[config.mk]
export PLATFORM = sky130hd
export DESIGN_NAME = hazard_ctrl_param
export DESIGN_NICKNAME = d
export VERILOG_FILES = /design/src/rtl/hazard_ctrl_param.sv
export SDC_FILE = /design/constraint.sdc
export NUM_CORES = 1
export LEC_CHECK = 0
export ABC_AREA = 1
export CAP_MARGIN = 20
export CELL_PAD_IN_SITES_DETAIL_PLACEMENT = 1
export CELL_PAD_IN_SITES_GLOBAL_PLACEMENT = 1
export CORE_MARGIN = 8
export CORE_UTILIZATION = 21
export CTS_CLUSTER_DIAMETER = 120
export DETAILED_ROUTE_END_ITERATION = 16
export PLACE_DENSITY = 0.95
export SLEW_MARGIN = 40
export SYNTH_ARGS = -nofsm -noshare
export SYNTH_HDL_FRONTEND = slang
export SYNTH_SLANG_ARGS = --single-unit
[constraint.sdc]
create_clock -name clk -period 2.2 [get_ports clk]
set_input_delay 0.22 -clock clk [delete_from_list [all_inputs] [get_ports clk]]
set_output_delay 0.22 -clock clk [all_outputs]
set_load 0.005 [all_outputs]
[src/rtl/hazard_ctrl_param.sv]
// Operand/store forwarding selects plus load-use stall FSM; statistics counters built only with HAZ_STATS_EN.
// Latency: forwarding and stall/bubble are combinational (zero cycle); counters update on the next rising edge.
// Backpressure: stall holds PC and IF/ID for LOAD_LAT cycles per load-use hazard; flush overrides stall at once.
module hazard_ctrl_param #(
    parameter int REG_W    = 4,
    parameter int NUM_SRC  = 2,
    parameter int LOAD_LAT = 1,
    parameter int CNT_W    = 16
) (
    input  logic                     clk,
    input  logic                     rst_n,
    input  logic                     id_valid,
    input  logic [NUM_SRC*REG_W-1:0] id_src,
    input  logic [NUM_SRC-1:0]       id_re,
    input  logic [NUM_SRC*REG_W-1:0] ex_src,
    input  logic [NUM_SRC-1:0]       ex_re,
    input  logic [REG_W-1:0]         ex_dst,
    input  logic                     ex_we,
    input  logic                     ex_is_load,
    input  logic [REG_W-1:0]         mem_dst,
    input  logic                     mem_we,
    input  logic                     mem_st,
    input  logic [REG_W-1:0]         mem_st_src,
    input  logic [REG_W-1:0]         wb_dst,
    input  logic                     wb_we,
    input  logic                     flush,
    output logic [2*NUM_SRC-1:0]     fwd_sel,
    output logic                     st_fwd,
    output logic                     stall,
    output logic                     bubble,
    output logic [CNT_W-1:0]         stall_cycles,
    output logic [CNT_W-1:0]         hazard_events
);

    typedef enum logic {
        IDLE  = 1'b0,
        STALL = 1'b1
    } state_t;

    localparam logic [3:0] REM_INIT = 4'(LOAD_LAT - 1);

    state_t     state_q, state_d;
    logic [3:0] rem_q, rem_d;
    logic       src_hit;
    logic       hz;

    // MEM is checked first: it carries the youngest producer of the register.
    always_comb begin
        fwd_sel = '0;
        for (int k = 0; k < NUM_SRC; k++) begin
            if (ex_re[k] && mem_we && (ex_src[k*REG_W +: REG_W] == mem_dst)) begin
                fwd_sel[2*k +: 2] = 2'b01;
            end else if (ex_re[k] && wb_we && (ex_src[k*REG_W +: REG_W] == wb_dst)) begin
                fwd_sel[2*k +: 2] = 2'b10;
            end
        end
    end

    assign st_fwd = mem_st & wb_we & (mem_st_src == wb_dst);

    always_comb begin
        src_hit = 1'b0;
        for (int k = 0; k < NUM_SRC; k++) begin
            if (id_re[k] && (id_src[k*REG_W +: REG_W] == ex_dst)) begin
                src_hit = 1'b1;
            end
        end
    end

    assign hz = id_valid & ex_is_load & ex_we & src_hit & ~flush;

    always_ff @(posedge clk or negedge rst_n) begin
        if (!rst_n) begin
            state_q <= IDLE;
            rem_q   <= 4'd0;
        end else begin
            state_q <= state_d;
            rem_q   <= rem_d;
        end
    end

    // EX holds bubbles while in STALL, so hz is not evaluated there.
    always_comb begin
        state_d = state_q;
        rem_d   = rem_q;
        stall   = 1'b0;
        unique case (state_q)
            IDLE: begin
                stall = hz;
                if (hz) begin
                    rem_d = REM_INIT;
                    if (REM_INIT != 4'd0) begin
                        state_d = STALL;
                    end
                end
            end
            STALL: begin
                stall = ~flush;
                if (flush || (rem_q == 4'd1)) begin
                    state_d = IDLE;
                    rem_d   = 4'd0;
                end else begin
                    rem_d = rem_q - 4'd1;
                end
            end
            default: begin
                state_d = IDLE;
                rem_d   = 4'd0;
            end
        endcase
    end

    assign bubble = stall;

`ifdef HAZ_STATS_EN
    logic [CNT_W-1:0] stall_cnt_q;
    logic [CNT_W-1:0] evt_cnt_q;
    logic             hz_evt;

    assign hz_evt = (state_q == IDLE) & hz;

    // Both counters stick at all-ones rather than wrapping.
    always_ff @(posedge clk or negedge rst_n) begin
        if (!rst_n) begin
            stall_cnt_q <= '0;
            evt_cnt_q   <= '0;
        end else begin
            if (stall && !(&stall_cnt_q)) begin
                stall_cnt_q <= stall_cnt_q + CNT_W'(1);
            end
            if (hz_evt && !(&evt_cnt_q)) begin
                evt_cnt_q <= evt_cnt_q + CNT_W'(1);
            end
        end
    end

    assign stall_cycles  = stall_cnt_q;
    assign hazard_events = evt_cnt_q;
`else
    assign stall_cycles  = '0;
    assign hazard_events = '0;
`endif

endmodule
==> results.yml, run 1 <==
logic_synthesis:
  yosysMostFrequentCell: "nand2_1"
  ys.flop_type: "dfrtp_1"
  synth_seq_area_share_pct: 12.6
  ys_top_cells_by_area: "buf_4, nand2_1, dfrtp_1"
  async_reset_ff_share_pct: 100
  synthCells: 159
  synth_cell_type_count: 25
  synth_edf_count: 0
  syn_area_um2: 996
  yosys.area.top_type: "buf_4"
  ys_ff_latch: 5
  synth.top_cell.area_share_pct: 24.9
  synth.avg_cell_area_um2: 6.26
  synth_common_cells: "nand2_1, buf_4, inv_1"
  yosys_warnings: 0
timing:
  fin_setup_tns_ns: 0
  hold_viol_final: 0
  fmax_ghz: 0.473
  finalSetupViolCount: 0
  fin_ws_ns: 0.0849
  drv_slew: 0
  hold_ws_ns: 0.221
  fin_worst_skew_ns: 0.000624
  grt_setup_unrepaired: "no"
  fin_crit_sh_pct: 96.1
  period_needed_ns: 2.12
clocking:
  cts_sinks: 5
  tritoncts: "yes"
  clock-root-buffer: "clkbuf_8"
  cts_made_buffers: 3
  cts_hold_buf: 0
  clock_path_buffers: 2
  h-tree-depth: 1
  clk-insertion-delay-late_ns: 0.22
  path_clk_slew_ns: 0.03
worst_setup_path:
  path_class: "input port to output pin"
  crit_start: "ex_src[7]"
  end_kind: "output pin"
  path_max_fanout: 3
  path_buf_inv: 3
  crit_path_frequent_cell: "clkdlybuf4s50_1"
  critical-path-top-delay-family: "buffers and inverters"
  critPathLaunchType: "input port"
  crit_chain: "clkdlybuf4s50_1, inv_1, a21oi_1, o211ai_1, nor3_1, clkdlybuf4s50_1"
  cp_data_arrival_time_ns: 1.90
  cp.required_ns: 1.98
  r2r_cells: 5
  slowest_delay_ns: 0.57
  cp-endpoint: "fwd_sel[2]"
  cp.depth: 6
  critical_path.reg2reg.endpoint: "rem_q[3]$_DFFE_PN0P_"
  regToRegSetupSlack_ns: 0.84
  cp_slowest_cell: "clkdlybuf4s50_1"
  timing.rr.start: "rem_q[1]$_DFFE_PN0P_"
layout:
  finish.net_count: 262
  final_cell_count_no_fill: 268
  fin_area_um2: 1510
  drive_above_1_share_pct: 5.14
  fillers: 607
  area_growth_pct: 51.9
  insertedDiodeCount: 0
flow_run:
  maxCapViolations: 0
die:
  initial_core_util_pct: 21.4
  coreArea_um2: 4660
  rows: 25
  ioPinCount: 84
  die-area_um2: 7200
  die_width_um: 84.9
  die_h_um: 84.9
global_route:
  grt_pass1_wl_um: 5930
  grt_pass1_vias: 1278
  grt_max_degree: 7
  grt_usage_pct: 9.87
  grt-ovfl-total: 0
  antenna_found_initial: 0
route:
  antenna_left: 0
  drc: 0
  wire_per_inst_um: 13.1
  routed_wl_um: 3500
  dr.pass1.iters: 3
  dr.first_iter.drc_count: 7
  via_per_inst: 4.01
  vias: 1076
placement:
  dpl.hpwl_um: 3150
  finalWeightedCongestion: 0.793
  place_area_um2: 1460
  placed_cells: 264
  dpl_worst_slack_ns: 0.0155
  port_buffers: 51
outcome:
  status: "complete, no violations"
pwr:
  vdd_ir_drop_max_v: 0.000137
  p_leak_uw: 0.000798
  power.density_nw_per_um2: 330
worst_hold_path:
  hold_path.class: "input port to asynchronous set/reset pin"
layout by cell type (no fill, tap or decap), types with 4 or more instances in the layout:
| cell | instances |
|---|---|
| inv_1 | 25 |
| xnor2_1 | 7 |
| nand2_1 | 35 |
| dlymetal6s2s_1 | 4 |
| dfrtp_1 | 5 |
| xor2_1 | 5 |
| nand3_1 | 8 |
| clkdlybuf4s50_1 | 47 |
| nand4_1 | 5 |
| conb_1 | 32 |
| nor2_1 | 12 |
how the worst min path moves through the flow:
stage | from | to | slack [ns] | cells after the start
finish | rst_n | rem_q[0]$_DFFE_PN0P_ | 0.22 | 1
global route | rst_n | state_q$_DFF_PN0_ | 0.25 | 1
CTS | rst_n | state_q$_DFF_PN0_ | 0.23 | 1
detailed placement | rst_n | rem_q[0]$_DFFE_PN0P_ | 0.46 | 1
global placement | rst_n | rem_q[3]$_DFFE_PN0P_ | 0.45 | 1
floorplan | rst_n | rem_q[0]$_DFFE_PN0P_ | -0.08 | 0
routing by layer:
metal  global-route usage (%)  vias up  share of wire (%)
li1                         -      537                  -
met1                     9.37      478                 40
met2                     20.1       57                 53
met3                     2.12        4                6.6
met4                     3.24        0               0.71
met5                        0        -                  0
what timing repair did:
action / in CTS / in global routing
setup endpoints to repair: 0 / 4
setup buffers: 0 / 0
resized for setup: 0 / 5
cells by family after synthesis:
| kind of cell | after synthesis | share of synthesized area (%) |
|---|---|---|
| flops | 5 | 12.6 |
| simple gates | 68 | 29.9 |
| xor+xnor | 12 | 10.6 |
| other cells | 1 | 0.377 |
| compound gates | 12 | 9.42 |
| buf+inv | 59 | 34.7 |
| fa+ha+maj | 2 | 2.51 |
final cells by class:
type | count | area (um2) | share of cell area [%]
Clock buffer | 4 | 45.0 | 2.98
Inverter | 26 | 97.6 | 6.45
Multi-Input combinational cell | 126 | 642 | 42.4
Sequential cell | 5 | 125 | 8.27
Tap cell | 54 | 67.6 | 4.47
Timing Repair Buffer | 53 | 536 | 35.4
stage by stage:
stage	total power, uW	utilization (%)
2_1_floorplan	249	-
3_3_place_gp	321	31.3
3_5_place_dp	329	31.3
4_1_cts	502	32.2
5_1_grt	537	32.5
6_report	500	32.5
power by group:
group / switching, uW / leakage (uW) / internal, uW / total (uW)
registers: 9.62 / 0.0000659 / 102 / 111
clock network: 44.8 / 0.0000228 / 124 / 169
logic: 103 / 0.000709 / 117 / 219
total: 157 / 0.000798 / 343 / 500
sequential cells by signal, summed over array words and instances, names as in the netlist:
signal	flops
rem_q	4
state_q	1
Note: power is estimated with default switching activity, not from simulation.
==> inputs of run 2 (changes only) <==
- PLACE_DENSITY: 0.95 -> unset
- PLACE_DENSITY_LB_ADDON: unset -> 0.05
==> results.yml, run 2 (synthesis gave the netlist of run 1 again) <==
layout:
  insertedDiodeCount: 0
  finish.net_count: 261
  top_register: "rem_q"
  final_cell_mix: "clkdlybuf4s50_1, nand2_1, conb_1"
  largestRegisters: "rem_q (4), state_q (1)"
  fin_area_um2: 1500
  drive_above_1_share_pct: 5.16
  layout_commonest_cell: "clkdlybuf4s50_1"
  largest_reg_flops: 4
  area_growth_pct: 50.6
worst_setup_path:
  regToRegSetupSlack_ns: 0.88
  crit_chain: "clkdlybuf4s50_1, inv_1, a21oi_1, nand4_1, a211oi_1, clkdlybuf4s50_1"
  slowest_delay_ns: 0.54
  r2r_cells: 5
  path_max_fanout: 3
  path_class: "input port to output pin"
  critPathLaunchType: "input port"
  timing.rr.start: "rem_q[1]$_DFFE_PN0P_"
  critical_path.reg2reg.endpoint: "rem_q[3]$_DFFE_PN0P_"
  cp.required_ns: 1.98
  cp_slowest_cell: "clkdlybuf4s50_1"
  cp_data_arrival_time_ns: 1.83
  end_kind: "output pin"
  crit_path_frequent_cell: "clkdlybuf4s50_1"
clocking:
  cts_sinks: 5
  post_cts_buffers: 0
  clock_path_buffers: 2
  h-tree-depth: 1
  clock-root-buffer: "clkbuf_8"
  cts_made_buffers: 3
  tritoncts: "yes"
  clk-insertion-delay-late_ns: 0.22
  path_clk_slew_ns: 0.04
pwr:
  p_total_uw: 501
  vdd_ir_drop_max_v: 0.000240
  p_leak_uw: 0.000758
  power.density_nw_per_um2: 334
die:
  die_h_um: 84.9
  die_width_um: 84.9
  ioPinCount: 84
  initial_core_util_pct: 21.4
  die-area_um2: 7200
  rows: 25
  coreArea_um2: 4660
timing:
  fin_crit_sh_pct: 93.0
  fin_ws_ns: 0.154
  finalSetupViolCount: 0
  grt_setup_unrepaired: "no"
  fmax_ghz: 0.489
  fin_worst_skew_ns: 0.00452
  hold_viol_final: 0
  period_needed_ns: 2.05
  drv_slew: 0
  fin_setup_tns_ns: 0
placement:
  port_buffers: 51
  place_area_um2: 1450
  dpl_worst_slack_ns: -0.0467
  dpl.hpwl_um: 3260
  finalWeightedCongestion: 0.768
route:
  via_per_inst: 4.02
  routed_wl_um: 3620
  drc: 0
  vias: 1074
  wire_per_inst_um: 13.6
  dr.pass1.iters: 4
  dr.first_iter.drc_count: 8
  antenna_left: 0
global_route:
  grt-ovfl-total: 0
  grt_pass1_wl_um: 5750
  grt_usage_pct: 9.90
  grt_pass1_vias: 1219
  antenna_found_initial: 0
  grt_max_degree: 7
outcome:
  status: "complete, no violations"
worst_hold_path:
  hold_path.class: "input port to asynchronous set/reset pin"
flow_run:
  maxCapViolations: 0
==> run 2: cell type report <==
class                      instances  area, um2
clock buffer                       4       45.0
fill                             602       3160
inverter                          26       97.6
multi-input combinational        126        647
sequential                         5        125
tap                               54       67.6
timing repair buffer              52        518
==> run 2: worst max path at each step <==
| stage | startpoint | end | slack (ns) | depth (start not counted) |
|---|---|---|---|---|
| floorplan | rem_q[0]$_DFFE_PN0P_ | rem_q[3]$_DFFE_PN0P_ | 1.02 | 4 |
| global placement | ex_dst[0] | stall | -0.03 | 10 |
| detailed placement | ex_dst[0] | stall | -0.05 | 10 |
| CTS | wb_dst[3] | fwd_sel[3] | 0.10 | 8 |
| global route | wb_dst[1] | fwd_sel[1] | 0.01 | 7 |
| finish | wb_dst[2] | st_fwd | 0.15 | 6 |
==> run 2: repair_timing <==
item / in CTS / in global routing
setup endpoints to repair: 2 / 3
hold buffers: 0 / 0
resized for setup: 2 / 3
==> run 2: worst max-delay path: cells and delay by family <==
kind	cells	cell delay [ns]
AO/OA/AOI/OAI	2	0.34
buffers and inverters	3	1.16
AND/OR/NAND/NOR	1	0.11
==> run 2: per-layer routing <==
metal | part of all wire, % | wire length, um | track usage, %
met1 | 41 | 1500 | 9.98
met2 | 51 | 1840 | 19.2
met3 | 7.8 | 283 | 3.57
met4 | 0.25 | 9 | 1.46
met5 | 0 | 0 | 0
==> run 2: metrics by stage <==
stage	instances	util [%]	hold slack (ns)
2_1_floorplan	190	-	-0.0756
3_3_place_gp	263	31.1	0.466
3_5_place_dp	263	31.1	0.467
4_1_cts	267	32.0	0.226
5_1_grt	267	32.2	0.233
6_report	267	32.2	0.229
==> run 2: where the power goes <==
group / switching, uW / internal (uW)
clock: 46.9 / 125
sequential: 9.40 / 102
combinational: 102 / 116
total: 159 / 342
